`src/rtl/add_output_of_n_multipliers_acc_if.sv`:
```
// Bus bundle for the sum-of-products accumulator: operand lanes with their
// qualifiers in, registered result with its valid pulse and sticky overflow out.
interface add_output_of_n_multipliers_acc_if #(
  parameter int INPUT_WIDTH  = 14,
  parameter int NUM_MULT     = 4,
  parameter int OUTPUT_WIDTH = 32
);
  // in_valid qualifies a/b/acc_en for one cycle; there is no ready, every valid
  // beat is consumed on the edge it is presented. out_valid marks y as new.
  logic                            in_valid;
  logic                            acc_en;
  logic                            clear;
  logic [NUM_MULT*INPUT_WIDTH-1:0] a;
  logic [NUM_MULT*INPUT_WIDTH-1:0] b;
  logic [OUTPUT_WIDTH-1:0]         y;
  logic                            out_valid;
  logic                            overflow;

  modport master (
    output in_valid, acc_en, clear, a, b,
    input  y, out_valid, overflow
  );

  modport slave (
    input  in_valid, acc_en, clear, a, b,
    output y, out_valid, overflow
  );
endinterface

```
`src/rtl/add_output_of_n_multipliers_acc.sv`:
```
// N-lane sum-of-products with a three-stage pipeline (products, adder tree,
// accumulator) and a sticky overflow flag on accumulate wrap.
module add_output_of_n_multipliers_acc #(
  parameter int INPUT_WIDTH  = 14,
  parameter int NUM_MULT     = 4,
  parameter int OUTPUT_WIDTH = 32,
  parameter int SIGNED       = 0
) (
  input  logic                              clk,
  input  logic                              reset,
  add_output_of_n_multipliers_acc_if.slave  bus
);

  localparam int PROD_W = 2 * INPUT_WIDTH;
  localparam int SUM_W  = PROD_W + $clog2(NUM_MULT);

  if (NUM_MULT < 1 || NUM_MULT > 16) begin : g_bad_num_mult
    $error("NUM_MULT must be within 1..16");
  end
  if (OUTPUT_WIDTH < SUM_W) begin : g_bad_output_width
    $error("OUTPUT_WIDTH is narrower than the adder-tree result");
  end

  logic [PROD_W-1:0]       prod_d [NUM_MULT];
  logic [PROD_W-1:0]       prod_q [NUM_MULT];
  logic                    v1_q, acc1_q;
  logic [SUM_W-1:0]        sum_d, sum_q;
  logic                    v2_q, acc2_q;
  logic [OUTPUT_WIDTH-1:0] sum_ext;
  logic [OUTPUT_WIDTH:0]   acc_sum;
  logic                    wrap;
  logic [OUTPUT_WIDTH-1:0] y_d, y_q;
  logic                    ovf_d, ovf_q;
  logic                    out_valid_q;

  // Operands are widened to PROD_W first; the low PROD_W bits of that product
  // are correct for both unsigned and two's-complement lanes.
  for (genvar i = 0; i < NUM_MULT; i++) begin : g_lane
    logic [INPUT_WIDTH-1:0] a_l, b_l;
    logic [PROD_W-1:0]      a_ext, b_ext;
    assign a_l       = bus.a[i*INPUT_WIDTH +: INPUT_WIDTH];
    assign b_l       = bus.b[i*INPUT_WIDTH +: INPUT_WIDTH];
    assign a_ext     = (SIGNED != 0) ? PROD_W'($signed(a_l)) : PROD_W'(a_l);
    assign b_ext     = (SIGNED != 0) ? PROD_W'($signed(b_l)) : PROD_W'(b_l);
    assign prod_d[i] = a_ext * b_ext;
  end

  always_comb begin
    sum_d = '0;
    for (int i = 0; i < NUM_MULT; i++) begin
      sum_d = sum_d + ((SIGNED != 0) ? SUM_W'($signed(prod_q[i])) : SUM_W'(prod_q[i]));
    end
  end

  assign sum_ext = (SIGNED != 0) ? OUTPUT_WIDTH'($signed(sum_q)) : OUTPUT_WIDTH'(sum_q);
  assign acc_sum = {1'b0, y_q} + {1'b0, sum_ext};
  assign wrap    = (SIGNED != 0)
                 ? ((y_q[OUTPUT_WIDTH-1] == sum_ext[OUTPUT_WIDTH-1]) &&
                    (acc_sum[OUTPUT_WIDTH-1] != y_q[OUTPUT_WIDTH-1]))
                 : acc_sum[OUTPUT_WIDTH];

  // clear beats any accumulate: a beat landing on a clear edge simply loads.
  always_comb begin
    y_d   = y_q;
    ovf_d = ovf_q;
    if (bus.clear) begin
      y_d   = v2_q ? sum_ext : '0;
      ovf_d = 1'b0;
    end else if (v2_q) begin
      if (acc2_q) begin
        y_d   = acc_sum[OUTPUT_WIDTH-1:0];
        ovf_d = ovf_q | wrap;
      end else begin
        y_d   = sum_ext;
        ovf_d = 1'b0;
      end
    end
  end

  always_ff @(posedge clk or negedge reset) begin
    if (!reset) begin
      v1_q        <= 1'b0;
      v2_q        <= 1'b0;
      out_valid_q <= 1'b0;
      y_q         <= '0;
      ovf_q       <= 1'b0;
    end else begin
      v1_q        <= bus.in_valid;
      v2_q        <= v1_q;
      out_valid_q <= v2_q;
      y_q         <= y_d;
      ovf_q       <= ovf_d;
    end
  end

  always_ff @(posedge clk) begin
    prod_q <= prod_d;
    acc1_q <= bus.acc_en;
    sum_q  <= sum_d;
    acc2_q <= acc1_q;
  end

  assign bus.y         = y_q;
  assign bus.out_valid = out_valid_q;
  assign bus.overflow  = ovf_q;

endmodule
```
`src/flat_wrapper.sv`:
```
// flat-port wrapper written by rule: the top's interface ports become plain ports
module add_output_of_n_multipliers_acc_flat 
#(
  parameter int INPUT_WIDTH  = 14,
  parameter int NUM_MULT     = 4,
  parameter int OUTPUT_WIDTH = 32,
  parameter int SIGNED       = 0
)
  (clk, reset, bus_in_valid, bus_acc_en, bus_clear, bus_a, bus_b, bus_y, bus_out_valid, bus_overflow);
  add_output_of_n_multipliers_acc_if #(.INPUT_WIDTH(INPUT_WIDTH), .NUM_MULT(NUM_MULT), .OUTPUT_WIDTH(OUTPUT_WIDTH)) bus_i ();
  input  logic clk;
  input  logic reset;
  input wire logic [$bits(bus_i.in_valid)-1:0] bus_in_valid;
  input wire logic [$bits(bus_i.acc_en)-1:0] bus_acc_en;
  input wire logic [$bits(bus_i.clear)-1:0] bus_clear;
  input wire logic [$bits(bus_i.a)-1:0] bus_a;
  input wire logic [$bits(bus_i.b)-1:0] bus_b;
  output wire logic [$bits(bus_i.y)-1:0] bus_y;
  output wire logic [$bits(bus_i.out_valid)-1:0] bus_out_valid;
  output wire logic [$bits(bus_i.overflow)-1:0] bus_overflow;
  assign bus_i.in_valid = bus_in_valid;
  assign bus_i.acc_en = bus_acc_en;
  assign bus_i.clear = bus_clear;
  assign bus_i.a = bus_a;
  assign bus_i.b = bus_b;
  assign bus_y = bus_i.y;
  assign bus_out_valid = bus_i.out_valid;
  assign bus_overflow = bus_i.overflow;
  add_output_of_n_multipliers_acc #(.INPUT_WIDTH(INPUT_WIDTH), .NUM_MULT(NUM_MULT), .OUTPUT_WIDTH(OUTPUT_WIDTH), .SIGNED(SIGNED)) u_core (.clk(clk), .reset(reset), .bus(bus_i));
endmodule
```
`config.mk`:
```
export PLATFORM = sky130hd
export DESIGN_NAME = add_output_of_n_multipliers_acc_flat
export DESIGN_NICKNAME = d
export VERILOG_FILES = /design/src/rtl/add_output_of_n_multipliers_acc_if.sv /design/src/rtl/add_output_of_n_multipliers_acc.sv /design/src/flat_wrapper.sv
export SDC_FILE = /design/constraint.sdc
export NUM_CORES = 2
export LEC_CHECK = 0
export ABC_AREA = 1
export BUFFER_PORTS_ARGS = -buffer_cell sky130_fd_sc_hd__buf_2
export CAP_MARGIN = 0
export CORE_AREA = 2 2 237 239
export DETAILED_ROUTE_END_ITERATION = 8
export DIE_AREA = 0 0 239 241
export PLACE_DENSITY_LB_ADDON = 0.15
export SETUP_SLACK_MARGIN = 0.05
export SLEW_MARGIN = 20
export SYNTH_ARGS = -nofsm -noshare
export SYNTH_HDL_FRONTEND = slang
export SYNTH_SLANG_ARGS = --single-unit
```
`constraint.sdc`:
```
create_clock -name clk -period 6.6 [get_ports clk]
set_input_delay 0 -clock clk [delete_from_list [all_inputs] [get_ports clk]]
set_output_delay 0 -clock clk [all_outputs]
set_load 0.03 [all_outputs]
```
# [Word-level counts from Yosys, hierarchy flattened]
# Cells that the tools add are included.
[word_totals] regBits=180 in_bits=117 elab_cells=29
[classes] addsub=4 n_reduce_logical=1 bitwise_logic=1 n_mux=7 mul=4
[ops] cell="multiplier 14 x 14 -> 28 bit" n=4
[ops] cell="two-way mux 32 bit" n=3
[ops] cell="adder 30 x 28 -> 30 bit" n=2
[ops] cell="adder 32 x 30 -> 33 bit" n=1
[ops] cell="two-way mux 30 bit" n=1
[ops] cell="adder 28 x 28 -> 29 bit" n=1
[ops] cell="two-way mux 1 bit" n=3
[ops] cell="nonzero test 2 bit" n=1
[ops] cell="OR 1 bit" n=1

# [Depth between registers and ports, before layout]
[logic_depth] word_depth=5 ltp_mapped=27

# [Worst setup path before layout]
# No wires, ideal clock.
[synth_path] path_kind="input to register" startpoint="input bus_b[2]" endpoint="register u_core.prod_q[101] (netlist name)" stages=23 t_arrival_ns=4.600 n_path_buf=1 t_required_ns=6.477 setup_slack_ns=1.877 path_cell_list="clkbuf_1 > nand2_1 > inv_1 > fa_1 > inv_1 > fa_1 > inv_1 > fa_1 > inv_1 > fa_1 > inv_1 > fa_1 > inv_1 > fa_1 > inv_1 > ha_1 > nand2_1 > nor2_1 > o21ai_1 > nand2_1 > a21oi_1 > o21ai_1 > xor2_1"
[synth_lines] item="start: declaration" line="flat_wrapper.sv:17" text="input wire logic [$bits(bus_i.b)-1:0] bus_b;"
[synth_lines] item="end signal: assignment" line="add_output_of_n_multipliers_acc.sv:97" text="prod_q <= prod_d;"
[synth_lines] item="end: declaration" line="add_output_of_n_multipliers_acc.sv:25" text="logic [PROD_W-1:0] prod_q [NUM_MULT];"

==> summary.md <==
| Metric | Value |
|---|---|
| Status | `finished clean` |
| CTS tree | `built` |
| Die width | `239 um` |
| Crit-path most repeated cell | `fa_1` |
| Yosys reg bits | `180` |
| Post_cts resized | `0` |
| Clock transition at path regs | `0.07 ns` |
| Area of the core | `0.0549 mm2` |
| Min Tclk post-route | `4.85 ns` |
| Setup TNS | `0 ns` |
| IO Pins | `151` |
| Largest net degree at the start of global routing | `37` |
| R2R Path End | `u_core.sum_q[28]` |
| Filler cells | `4,500` |
| Total clock sinks | `180` |
| Area of the multi-input gates | `0.0290 mm2` |
| Remaining antenna violation count | `0` |
| First DRT Iteration DRCs | `2,241` |
| Data required time at the worst endpoint | `6.99 ns` |
| GRT Util Overall | `35.4%` |
| Slew headroom | `43.5%` |
| XOR/XNOR share of the synthesized area | `3.40%` |
| Die span in y | `241 um` |
| Die ar. | `0.0576 mm2` |
| Slew Viols, Final | `0` |
| Worst min path class | `input port to flop` |
| Layout area overhead | `4.82%` |
| Worst slew pin tran | `0.846 ns` |
| Initial DRT Pass Iterations | `6` |
| Syn Inst Count | `5,254` |
| Hold Crit Endpoint | `u_core.prod_q[1]` |
| Period Utilization, post-route | `73.5%` |
| Worst path cell trace | `dlygate4sd3_1 -> buf_2 -> nand2_1 -> fa_1 -> fa_1 -> inv_1 -> fa_1 -> fa_1 -> fa_1 -> fa_1 -> ha_1 -> nand2_1 -> nor2_2 -> inv_1 -> nor3_2 -> nand3_1 -> nand3_1 -> nand2_1 -> nand2_1 -> xor2_1` |
| Worst skew pair latency | `0.47 ns` |
| Avg Inst Size Synth | `7.34 um2` |
| Vias in the first global route | `33,025` |
| Seq/Total Area, Yosys | `9.81%` |
| Cell depth of the worst hold path | `4` |
| R2R depth | `17` |
| # rows | `86` |
| Largest family of logic cells by synthesized area | `adder cells` |
| Hold Vio Cnt, Final | `0` |
| Crit start category | `input port` |
| Share of cells above drive strength 1 | `4.57%` |
| Crit-path max FO | `14` |
| Yosys cell types | `48` |
| Multiplexer area fraction after synthesis | `0%` |
| Port Buffer Count | `150` |
| Simple-gate share of the synthesized area | `19.8%` |
| Post-Synth Adder-Cell Area | `45.6%` |
| Compound-Gate Fraction of Synth Area | `6.44%` |
| Number of synthesized flops with an enable pin | `0` |
| Ant. Diodes | `0` |
| Initial antenna violation count | `1` |
| Nets | `6,473` |
| Num CTS Buffers | `17` |
| Register area | `0.00378 mm2` |
| Worst EP arrival | `5.24 ns` |
| Fmax | `206 MHz` |
| RSZ-0062 raised after global routing | `no` |
| Root Driver | `clkbuf_16` |
| GRT overflow | `0` |
| Synth Flop Type | `dfxtp_1` |
| Mapped cell area | `0.0386 mm2` |
| Clock H-tree levels | `4` |
| Synth warn | `0` |
| Max Cap Violations | `0` |
| Vias | `32,769` |
| DP HPWL | `82.1 mm` |
| R2R setup slack | `1.79 ns` |
| Worst reg2reg startpoint | `u_core.prod_q[84]` |
| # Post-CTS Setup Buffers | `0` |
| CP max stage delay | `0.54 ns` |
| CTS Buffer Depth | `2` |
| DRC | `0` |
| Final Setup Violations | `0` |
| Critical path's slowest cell | `dlygate4sd3_1` |
| Starting Density | `70.3%` |
| Min-delay src | `bus_b[43]` |
| DR vias/cell | `5.44` |
| Crit. End Element | `flop` |
| Drt total wl | `98.1 mm` |
| Routed length per instance | `16.3 um` |
| Placer congestion estimate | `1.00` |
| Syn Nets | `6,420` |
| Async SR Flop Fraction | `20.0%` |
| Worst Skew | `0.0105 ns` |
| Setup CP Type | `input port to flop` |
| Global-route wire length before repair | `162 mm` |
-- critical path: cells and delay by family --
kind	cells	cell delay, ns
buffers and inverters	4	0.98
AND/OR/NAND/NOR	8	0.96
adder cells (fa/ha/maj)	7	3.17
XOR/XNOR	1	0.15
-- through the flow --
stage | instance area [um2] | cells | setup slack, ns | util (%) | hold WS, ns
final | 40400 | 6024 | 1.75 | 73.7 | 0.110
after global routing | 40400 | 6024 | 1.49 | 73.7 | 0.130
after CTS | 40400 | 6024 | 1.81 | 73.7 | 0.0773
after detailed placement | 39800 | 5981 | 1.44 | 72.4 | 0.118
after global placement | 39800 | 5981 | 1.54 | 72.4 | 0.104
after floorplan | 38600 | 5254 | 1.88 | - | -0.296
-- placed cells by master, fill, tap and decap left out, types with 10 or more instances in the layout --
cell,instances
dfxtp_1,144
nor2_1,229
nand3_1,118
a31oi_1,13
nand2_1,1453
o21ai_2,10
xor2_1,94
buf_2,150
fa_1,595
clkbuf_16,18
ha_1,454
xnor2_1,56
inv_1,1402
nor3_1,36
dfrtp_1,36
a21o_1,18
a21oi_1,211
nor4_1,11
o21ai_1,21
o21ai_0,86
o21bai_1,26
nand4_1,23
dlygate4sd3_1,11
-- registers in the layout (all words and copies together) (netlist names) --
name and cells:
u_core.bus.overflow 1, u_core.sum_q 30, u_core.bus.out_valid 1, u_core.acc2_q 1, u_core.bus.y 32, u_core.v1_q 1, u_core.acc1_q 1, u_core.prod_q 112
u_core.v2_q 1
-- timing repair --
action | 4_1_cts | 5_1_grt
hold endpoints to repair | 42 | 0
hold buffers | 11 | 0
endpoints found under the setup margin | 0 | 0
-- area by class of cell --
| cell class | count | area share [%] |
|---|---|---|
| Clock buffer | 21 | 1.17 |
| Clock inverter | 11 | 0.288 |
| Inverter | 1405 | 13.0 |
| Multi-Input combinational cell | 3540 | 71.8 |
| Sequential cell | 180 | 9.35 |
| Tap cell | 704 | 2.18 |
| Timing Repair Buffer | 163 | 2.17 |
-- routing by layer --
metal,track usage [%],part of all wire [%]
met1,45.3,41
met2,61.5,49
met3,4.09,6.4
met4,14.1,4.0
met5,0,0.0082
-- synthesized netlist by cell type (all sizes together) (3+ instances only) --
| cell | count | area share, % |
|---|---|---|
| o221ai | 3 | 0.068 |
| xor2 | 94 | 2.1 |
| nand4 | 23 | 0.37 |
| o211ai | 4 | 0.078 |
| xnor2 | 56 | 1.3 |
| nand2 | 1462 | 14 |
| dfrtp | 36 | 2.3 |
| buf | 4 | 0.045 |
| ha | 454 | 15 |
| clkbuf | 125 | 1.2 |
| o21ai | 117 | 1.6 |
| nand3 | 121 | 1.6 |
| inv | 1405 | 14 |
| or2 | 3 | 0.049 |
| a21oi | 220 | 2.9 |
| dfxtp | 144 | 7.5 |
| o21bai | 27 | 0.55 |
| fa | 595 | 31 |
| a21boi | 7 | 0.18 |
| nor4 | 11 | 0.18 |
| a21o | 18 | 0.35 |
| nand3b | 9 | 0.21 |
| nor3 | 45 | 0.70 |
| nor2 | 238 | 2.4 |
| a211oi | 5 | 0.097 |
| a221oi | 6 | 0.14 |
| o2111ai | 3 | 0.068 |
| a31oi | 13 | 0.21 |
-- worst max path at each step --
stage                          from            endpoint  slack, ns  cells past startpoint
final                      bus_a[0]  u_core.prod_q[109]       1.75                     20
after global routing       bus_a[0]  u_core.prod_q[104]       1.49                     17
after global placement    bus_a[35]   u_core.prod_q[43]       1.54                     22
after CTS                  bus_a[0]  u_core.prod_q[109]       1.81                     20
after floorplan            bus_b[2]  u_core.prod_q[101]       1.88                     23
after detailed placement  bus_a[35]   u_core.prod_q[43]       1.44                     22
-- logic make-up after synthesis --
group / count (synthesis)
xor gates and xnor gates: 150
and+or+nand+nor: 1914
AOI/OAI and AO/OA: 427
buffers and inverters: 1534
DFF: 180
adders and majority gates: 1049
Power is left out: the tool's default activity adds up to more than one toggle a clock period on the data nets, which glitch-free logic cannot reach.
